## src/rtl/aer_arb_addr_enc_if.sv

```systemverilog
// AER readout bus: pixel req/ack lines plus the encoded-address valid/ready stream.
// The encoder side uses the master modport; the pixel array and serializer side uses slave.
interface aer_arb_addr_enc_if #(
   parameter int unsigned N  = 12,
   parameter int unsigned AW = 4,
   parameter int unsigned CW = 8
) ();
   logic [N-1:0]  req;
   logic [N-1:0]  ack;
   logic [AW-1:0] addr;
   logic          valid;
   logic          ready;
   logic          busy;
   logic [CW-1:0] coll_cnt;

   modport master (
      input  req, ready,
      output ack, addr, valid, busy, coll_cnt
   );

   modport slave (
      output req, ready,
      input  ack, addr, valid, busy, coll_cnt
   );
endinterface

```

## src/rtl/aer_arb_addr_enc.sv

```systemverilog
// AER row/column readout: arbitrates N request lines, streams the winner's address on valid/ready
// and completes a 4-phase req/ack handshake with the granted pixel.
module aer_arb_addr_enc #(
   parameter int unsigned N       = 12,
   parameter int unsigned AW      = 4,
   parameter int unsigned RR_MODE = 0,
   parameter int unsigned CW      = 8
) (
   input logic                i_clk,
   input logic                i_rst,
   aer_arb_addr_enc_if.master bus
);

   typedef enum logic [1:0] {StIdle, StSend, StRelease} state_e;

   state_e        r_state, w_state_d;
   logic [AW-1:0] r_addr, w_addr_d;
   logic          r_valid, w_valid_d;
   logic [N-1:0]  r_ack, w_ack_d;
   logic [AW-1:0] r_rr_ptr, w_rr_ptr_d;
   logic [CW-1:0] r_coll, w_coll_d;

   logic [N-1:0]  w_hi_mask;
   logic [N-1:0]  w_req_hi;
   logic [N-1:0]  w_onehot;
   logic [AW-1:0] w_pick;
   logic          w_multi;
   logic          w_req_granted;

   function automatic logic [AW-1:0] lowest_set(input logic [N-1:0] v);
      logic [AW-1:0] idx;
      idx = '0;
      for (int i = N - 1; i >= 0; i--) begin
         if (v[i]) idx = AW'(i);
      end
      return idx;
   endfunction

   // Round-robin: prefer lines above rr_ptr, otherwise wrap to the lowest line (rr_ptr last).
   always_comb begin
      for (int i = 0; i < N; i++) begin
         w_hi_mask[i] = (AW'(i) > r_rr_ptr);
         w_onehot[i]  = (r_addr == AW'(i));
      end
      w_req_hi = bus.req & w_hi_mask;
      if ((RR_MODE != 0) && (|w_req_hi)) w_pick = lowest_set(w_req_hi);
      else                               w_pick = lowest_set(bus.req);
      w_multi       = |(bus.req & (bus.req - N'(1)));
      w_req_granted = |(bus.req & r_ack);
   end

   always_comb begin
      w_state_d  = r_state;
      w_addr_d   = r_addr;
      w_valid_d  = r_valid;
      w_ack_d    = r_ack;
      w_rr_ptr_d = r_rr_ptr;
      w_coll_d   = r_coll;
      unique case (r_state)
         StIdle: begin
            if (|bus.req) begin
               w_addr_d  = w_pick;
               w_valid_d = 1'b1;
               w_state_d = StSend;
               if (w_multi && (r_coll != '1)) w_coll_d = r_coll + CW'(1);
            end
         end
         StSend: begin
            if (r_valid && bus.ready) begin
               w_valid_d = 1'b0;
               w_ack_d   = w_onehot;
               w_state_d = StRelease;
            end
         end
         StRelease: begin
            if (!w_req_granted) begin
               w_ack_d   = '0;
               w_state_d = StIdle;
               if (RR_MODE != 0) w_rr_ptr_d = r_addr;
            end
         end
         default: w_state_d = StIdle;
      endcase
   end

   always_ff @(posedge i_clk) begin
      if (i_rst) begin
         r_state  <= StIdle;
         r_addr   <= '0;
         r_valid  <= 1'b0;
         r_ack    <= '0;
         r_rr_ptr <= AW'(N - 1);
         r_coll   <= '0;
      end else begin
         r_state  <= w_state_d;
         r_addr   <= w_addr_d;
         r_valid  <= w_valid_d;
         r_ack    <= w_ack_d;
         r_rr_ptr <= w_rr_ptr_d;
         r_coll   <= w_coll_d;
      end
   end

   assign bus.ack      = r_ack;
   assign bus.addr     = r_addr;
   assign bus.valid    = r_valid;
   assign bus.busy     = (r_state != StIdle);
   assign bus.coll_cnt = r_coll;

endmodule

```

## src/flat_wrapper.sv

```systemverilog
// flat-port wrapper written by rule: the top's interface ports become plain ports
module aer_arb_addr_enc_flat 
#(
   parameter int unsigned N       = 12,
   parameter int unsigned AW      = 4,
   parameter int unsigned RR_MODE = 0,
   parameter int unsigned CW      = 8
)
  (i_clk, i_rst, bus_req, bus_ready, bus_ack, bus_addr, bus_valid, bus_busy, bus_coll_cnt);
  aer_arb_addr_enc_if #(.N(N), .AW(AW), .CW(CW)) bus_i ();
  input logic i_clk;
  input logic i_rst;
  input wire logic [$bits(bus_i.req)-1:0] bus_req;
  input wire logic [$bits(bus_i.ready)-1:0] bus_ready;
  output wire logic [$bits(bus_i.ack)-1:0] bus_ack;
  output wire logic [$bits(bus_i.addr)-1:0] bus_addr;
  output wire logic [$bits(bus_i.valid)-1:0] bus_valid;
  output wire logic [$bits(bus_i.busy)-1:0] bus_busy;
  output wire logic [$bits(bus_i.coll_cnt)-1:0] bus_coll_cnt;
  assign bus_i.req = bus_req;
  assign bus_i.ready = bus_ready;
  assign bus_ack = bus_i.ack;
  assign bus_addr = bus_i.addr;
  assign bus_valid = bus_i.valid;
  assign bus_busy = bus_i.busy;
  assign bus_coll_cnt = bus_i.coll_cnt;
  aer_arb_addr_enc #(.N(N), .AW(AW), .RR_MODE(RR_MODE), .CW(CW)) u_core (.i_clk(i_clk), .i_rst(i_rst), .bus(bus_i));
endmodule
```

## config.mk

```make
export PLATFORM = sky130hd
export DESIGN_NAME = aer_arb_addr_enc_flat
export DESIGN_NICKNAME = d
export VERILOG_FILES = /design/src/rtl/aer_arb_addr_enc_if.sv /design/src/rtl/aer_arb_addr_enc.sv /design/src/flat_wrapper.sv
export SDC_FILE = /design/constraint.sdc
export NUM_CORES = 1
export LEC_CHECK = 0
export CORE_AREA = 3 3 63 65
export CTS_CLUSTER_DIAMETER = 40
export DETAILED_ROUTE_END_ITERATION = 8
export DIE_AREA = 0 0 66 68
export GPL_TIMING_DRIVEN = 0
export PLACE_DENSITY_LB_ADDON = 0.1
export RECOVER_POWER = 50
export SETUP_SLACK_MARGIN = 0.1
export SYNTH_ARGS = -nofsm -noshare
export SYNTH_HDL_FRONTEND = slang
export SYNTH_SLANG_ARGS = --single-unit
```

## constraint.sdc

```tcl
create_clock -name i_clk -period 2.1 [get_ports i_clk]
set_input_delay 0.315 -clock i_clk [delete_from_list [all_inputs] [get_ports i_clk]]
set_output_delay 0.315 -clock i_clk [all_outputs]
set_load 0.05 [all_outputs]
```

==> results of run 1 <==
## through the flow
stage,area (sq um),instances,TNS [ns]
after floorplan,1480,173,-0.112
after global placement,1930,258,-10.06
after detailed placement,1930,258,-10.88
after CTS,1990,268,0
after global routing,2040,270,0
final,2040,270,0
## tightest hold or removal path, stage by stage
cell and delay [ns]:
buf_2 0.15, a211o_1 0.12, a21oi_1 0.05
## worst min path at each step
stage | start | end | slack, ns | cells after the start
2_1_floorplan | u_core.r_state[1] | u_core.r_state[0] | 0.46 | 1
3_3_place_gp | u_core.r_state[1] | u_core.r_state[0] | 0.47 | 1
3_5_place_dp | u_core.r_state[1] | u_core.r_state[0] | 0.49 | 1
4_1_cts | i_rst | u_core.bus.coll_cnt[6] | 0.37 | 2
5_1_grt | bus_req[0] | u_core.bus.addr[0] | 0.34 | 3
6_report | bus_req[0] | u_core.bus.addr[0] | 0.34 | 3
## layout make-up
class | instances | area [sq um]
fillers | 319 | 1350
multi-input cells | 135 | 941
repair buffers | 47 | 413
clock inverters | 1 | 5.00
plain buffers | 8 | 50.0
clock buffers | 3 | 22.5
inverters | 3 | 11.3
flip-flops and latches | 27 | 541
well taps | 46 | 57.6
## routing by layer
metal	GRT usage (%)	routed length [microns]
met5	0	0
met2	37.3	2140
met4	5.84	59
met1	22.0	1750
met3	2.79	118
## synthesized netlist by cell type, drive strengths merged (2+ instances only)
| master | n |
|---|---|
| a2111oi | 3 |
| a21oi | 24 |
| a221oi | 3 |
| a22o | 3 |
| and3 | 3 |
| buf | 3 |
| clkbuf | 5 |
| dfxtp | 27 |
| inv | 3 |
| mux2i | 2 |
| nand2 | 7 |
| nand2b | 5 |
| nand3 | 4 |
| nor2 | 24 |
| nor2b | 3 |
| nor3 | 4 |
| nor3b | 2 |
| nor4 | 12 |
| o21ai | 9 |
| o31ai | 3 |
| or3 | 6 |
| or4 | 3 |
## registers in the layout (all words and copies together) (netlist names)
register / flops
u_core.r_state: 2
u_core.bus.addr: 4
u_core.bus.ack: 12
u_core.bus.valid: 1
u_core.bus.coll_cnt: 8
## cells by family (layout without fill, tap and decap cells)
logic type,Yosys count,after routing,synth area share (%)
AO/OA/AOI/OAI,54,54,26.7
XOR/XNOR,2,2,1.21
adder cells (fa/ha/maj),2,2,1.56
buffers and inverters,11,62,3.90
flip-flops,27,27,37.5
multiplexers,2,2,1.39
AND/OR/NAND/NOR,75,75,27.8
## repair_timing
item | 4_1_cts | 5_1_grt
buffers inserted | 6 | 2
pin swaps | 4 | 6
hold buffers | 0 | 0
resized for setup | 49 | 24
setup endpoints to repair | 24 | 22
## where the power goes
part	switching [mW]	leakage, nW	internal, mW
sequential	0.0284	0.219	0.531
clock	0.156	0.0177	0.0713
combinational	0.177	0.515	0.103
==> summary.txt, run 1 <==
Yosys
  – Synth area leaders: dfxtp_1, a21oi_1, nor2_1
  – Async SR Flop Fraction: 0%
  – Synth Flop Type: dfxtp_1
  – Yosys warns: 0
  – Post-Syn Instances: 173
  – Register area share after synthesis: 37.5%
  – Syn avg cell area: 8.34 sq um
  – Post-Syn Nets: 189
  – Mapped Area: 1440 sq um
  – Cell taking the most area after synthesis: dfxtp_1
  – Post-synth top area share: 37.5%
  – Post-synth EDFFs: 0
  – Synth unique cells: 46
  – Yosys reg bits: 27

Routing
  – Initial detailed-routing violation count: 31
  – Drt wl/cell: 15.1 microns
  – TritonRoute pass-1 iters: 4
  – Via density: 5.54
  – Vias: 1,496
  – Total wire length: 4.07 mm
  – Routed Antenna Nets: 0
  – DRC: 0

Power and ir drop
  – Leakage: 0.752 nW
  – Cell Pwr Density: 523 nW/um^2
  – IR drop worst, VDD: 0.235 mV
  – PnR Total Power: 1.07 mW

Clock tree
  – CTS tree: done
  – # H-tree levels: 1
  – Clk sinks: 27
  – Clk root buf: clkbuf_4
  – Worst skew pair latency: 0.32 ns
  – Clock Tree Buf Depth: 2
  – Total CTS buffers: 3
  – Clk pin slew, worst setup/hold paths: 0.15 ns

Worst setup path
  – Critical Path End Type: flip-flop
  – Worst setup SP type: input pin
  – Critical Path AT: 2.23 ns
  – Top delay family on crit path: simple AND/OR/NAND/NOR gates
  – Critical Path End: u_core.bus.coll_cnt[0]
  – Critical path's largest stage delay: 0.53 ns
  – Slowest-stage cell, CP: or4_4
  – Worst Path Buf+Inv: 3
  – Critical R2R Launch: u_core.bus.coll_cnt[4]
  – R2R depth: 7
  – Critical path type: input pin to flip-flop
  – Most frequent CP cell: buf_8
  – Worst R2R End: u_core.bus.coll_cnt[5]
  – Worst R2R Setup Slack: 0.23 ns
  – Crit path from: bus_req[1]
  – CP Max Fanout: 7
  – Critical path depth: 9
  – CP Cell Sequence: buf_8 > or4_4 > buf_8 > a2111oi_2 > nor3_4 > o31ai_4 > buf_6 > xor2_1 > nor2_1
  – Worst EP required: 2.32 ns

Timing
  – Clk_skew: 0.00223 ns
  – RSZ-0062 raised after global routing: true
  – Max transition margin: 59.9%
  – Hold WS: 0.340 ns
  – Worst-Margin Slew: 0.603 ns
  – Tmin final: 2.01 ns
  – Maximum clock frequency: 0.497 GHz
  – Final Cycle Share: 95.8%
  – Pins Over Slew Limit: 0
  – Final Hold Vio Count: 0
  – Final setup violating endpoints: 0
  – Final worst slack: 0.0885 ns

Global route
  – First-pass GRT wire length: 6.74 mm
  – Initial antenna violation count: 0
  – GRT overflow: 0
  – Pin count of the biggest net entering global routing: 16
  – Number of global-route vias before repair: 1,505
  – Gr usage total: 19.4%

Floorplanning
  – Boundary Pins: 41
  – Die X: 66 microns
  – Die Ht: 68 microns
  – Core area: 3390 sq um
  – Cell Rows: 21
  – Die ar.: 4490 sq um
  – Initial Util: 42.6%

Cells and area
  – Fin util: 60.2%
  – Area added between synthesis and finish: 41.5%
  – Most common cell after layout, fill and taps aside: dfxtp_1
  – N_diodes: 0
  – Commonest cells after routing, fill and taps aside: dfxtp_1, nor2_1, a21oi_1, clkdlybuf4s50_1, nor4_1
  – Proportion of layout cells with a drive suffix above 1: 18.8%
  – Post-layout net count: 241

Worst hold path
  – Hold WC Path Type: input pin to flip-flop

Place
  – Placer Congestion: 0.823
  – Worst slack at placement: -0.820 ns
  – Final HPWL DP: 3.06 mm
  – PortBufs: 39

Status
  – Status: completed

Run
  – Max Cap Violations: 0
Note: power is estimated with default switching activity, not from simulation.
==> run 2, diff against run 1 <==
--- a/config.mk
+++ b/config.mk
@@ -5,10 +5,10 @@
 export SDC_FILE = /design/constraint.sdc
 export NUM_CORES = 1
 export LEC_CHECK = 0
-export CORE_AREA = 3 3 63 65
+export CORE_AREA = 4 4 64 66
 export CTS_CLUSTER_DIAMETER = 40
 export DETAILED_ROUTE_END_ITERATION = 8
-export DIE_AREA = 0 0 66 68
+export DIE_AREA = 0 0 68 70
 export GPL_TIMING_DRIVEN = 0
 export PLACE_DENSITY_LB_ADDON = 0.1
 export RECOVER_POWER = 50
==> summary.txt, run 2 (synthesis results as in run 1) <==
Timing
  – RSZ-0062 raised after global routing: true
  – Tmin final: 2.04 ns
  – Final Hold Vio Count: 0
  – Worst-Margin Slew: 0.607 ns
  – Hold WS: 0.361 ns
  – Final setup violating endpoints: 0
  – Maximum clock frequency: 0.491 GHz
  – Final worst slack: 0.0636 ns
  – Pins Over Slew Limit: 0
  – Clk_skew: 0.00404 ns
  – Final Cycle Share: 97.0%
  – Max transition margin: 59.7%

Global route
  – First-pass GRT wire length: 6.60 mm
  – Gr usage total: 17.5%
  – GRT overflow: 0
  – Initial antenna violation count: 0
  – Pin count of the biggest net entering global routing: 16
  – Number of global-route vias before repair: 1,477

Worst setup path
  – Critical path type: input pin to flip-flop
  – Worst setup SP type: input pin
  – Critical Path AT: 2.24 ns
  – Most frequent CP cell: buf_6
  – Critical path's largest stage delay: 0.52 ns
  – Worst EP required: 2.31 ns
  – CP Max Fanout: 7
  – Worst Path Buf+Inv: 3
  – Critical R2R Launch: u_core.r_state[1]
  – CP Cell Sequence: buf_12 > or4_4 > buf_6 > o31a_1 > o32a_4 > o31ai_4 > buf_6 > xor2_1 > nor2_1
  – Worst R2R Setup Slack: 0.22 ns
  – Slowest-stage cell, CP: or4_4
  – Worst R2R End: u_core.bus.coll_cnt[3]
  – R2R depth: 7
  – Critical Path End Type: flip-flop
  – Top delay family on crit path: compound AO/OA/AOI/OAI gates

Power and ir drop
  – Leakage: 0.732 nW
  – IR drop worst, VDD: 0.439 mV
  – Internal: 0.707 mW
  – Clock power share: 20.9%
  – PnR Total Power: 1.06 mW
  – Combinational power share: 26.6%
  – Switching Share: 33.5%
  – Cell Pwr Density: 524 nW/um^2
  – Switch Pwr: 0.356 mW
  – Sequential power share: 52.6%

Clock tree
  – Total CTS buffers: 3
  – Clock Tree Buf Depth: 2
  – Worst skew pair latency: 0.32 ns
  – Clk sinks: 27
  – # H-tree levels: 1
  – Clk root buf: clkbuf_4
  – Clk pin slew, worst setup/hold paths: 0.14 ns
  – CTS tree: done
  – # hold bufs at CTS: 0

Cells and area
  – Most common cell after layout, fill and taps aside: dfxtp_1
  – Post-layout net count: 239
  – Design area: 2030 sq um
  – Proportion of layout cells with a drive suffix above 1: 16.2%
  – Area added between synthesis and finish: 40.6%
  – Final cell count without fillers: 270
  – Max reg flops: 12
  – N_diodes: 0
  – Commonest cells after routing, fill and taps aside: dfxtp_1, nor2_1, a21oi_1, clkdlybuf4s50_1, nor4_1

Place
  – Worst slack at placement: -0.839 ns
  – Final HPWL DP: 3.14 mm
  – Dpl cells: 260
  – PortBufs: 39
  – Placer Congestion: 0.875
  – Placement Cell Area: 1930 sq um

Floorplanning
  – Core area: 3580 sq um
  – Cell Rows: 22
  – Die Ht: 70 microns
  – Initial Util: 40.3%
  – Boundary Pins: 41
  – Die ar.: 4760 sq um
  – Die X: 68 microns

Routing
  – Via density: 5.62
  – Total wire length: 4.11 mm
  – Vias: 1,518
  – DRC: 0
  – Routed Antenna Nets: 0
  – Drt wl/cell: 15.2 microns
  – TritonRoute pass-1 iters: 4
  – Initial detailed-routing violation count: 54

Status
  – Status: completed

Worst hold path
  – Hold WC Path Type: input pin to flip-flop
  – Min-Delay Endpoint: u_core.bus.addr[0]
  – Hold wc startpoint: bus_req[0]
  – Hold path depth: 3

Run
  – Max Cap Violations: 0
## run 2: changes by cell type in the layout (fill, tap and decap cells not counted), moves of 2 or more
cell / before / now
a21oi_2: 2 / 0
buf_4: 9 / 5
dlygate4sd3_1: 6 / 4
clkdlybuf4s50_1: 15 / 18
a21oi_1: 22 / 24
## run 2: power by group through the flow
| stage | sequential [mW] | clock [mW] | combinational, mW |
|---|---|---|---|
| after floorplan | 0.618 | 0 | 0.115 |
| after global placement | 0.568 | 0 | 0.266 |
| after detailed placement | 0.570 | 0 | 0.272 |
| after CTS | 0.559 | 0.233 | 0.287 |
| after global routing | 0.563 | 0.257 | 0.304 |
| final | 0.559 | 0.222 | 0.282 |
## run 2: metal layers
layer  vias to the layer above  track usage (%)  part of all wire, %  routed length (microns)
met5                         -                0                    0                        0
li1                        753                -                    -                        -
met1                       726             20.7                   41                     1680
met4                         0             3.31                    0                        0
met2                        39             32.2                   56                     2280
met3                         0             2.73                  3.6                      149
## run 2: through the flow
step / utilization [%] / setup TNS, ns
3_5_place_dp: 53.9 / -11.11
5_1_grt: 56.7 / 0
6_report: 56.7 / 0
4_1_cts: 56.4 / 0
3_3_place_gp: 53.9 / -10.11
2_1_floorplan: - / -0.112
## run 2: how the worst max path moves through the flow
stage | startpoint | end | slack (ns) | depth (start not counted)
finish | bus_req[7] | u_core.bus.coll_cnt[0] | 0.06 | 9
global route | bus_req[5] | u_core.bus.coll_cnt[0] | 0.008 | 9
CTS | bus_req[1] | u_core.bus.coll_cnt[0] | 0.08 | 9
detailed placement | bus_req[7] | u_core.bus.coll_cnt[1] | -0.84 | 8
global placement | bus_req[7] | u_core.bus.coll_cnt[1] | -0.78 | 8
floorplan | bus_req[2] | u_core.bus.coll_cnt[1] | -0.06 | 7
## run 2: worst min-delay path, stage by stage
cell	delay [ns]
buf_2	0.15
a211o_1	0.12
a21oi_1	0.05
## run 2: layout make-up
type                            count  area (sq um)
Tap cell                           48          60.1
Sequential cell                    27           541
Clock inverter                      1          5.00
Multi-Input combinational cell    135           923
Inverter                            3          11.3
Buffer                              8          48.8
Timing Repair Buffer               45           417
Fill cell                         373          1550
Clock buffer                        3          22.5
## run 2: timing repair
action	CTS	global route
setup endpoints to repair	23	22
resized for setup	56	13
pin swaps	10	3
buffers inserted	6	0
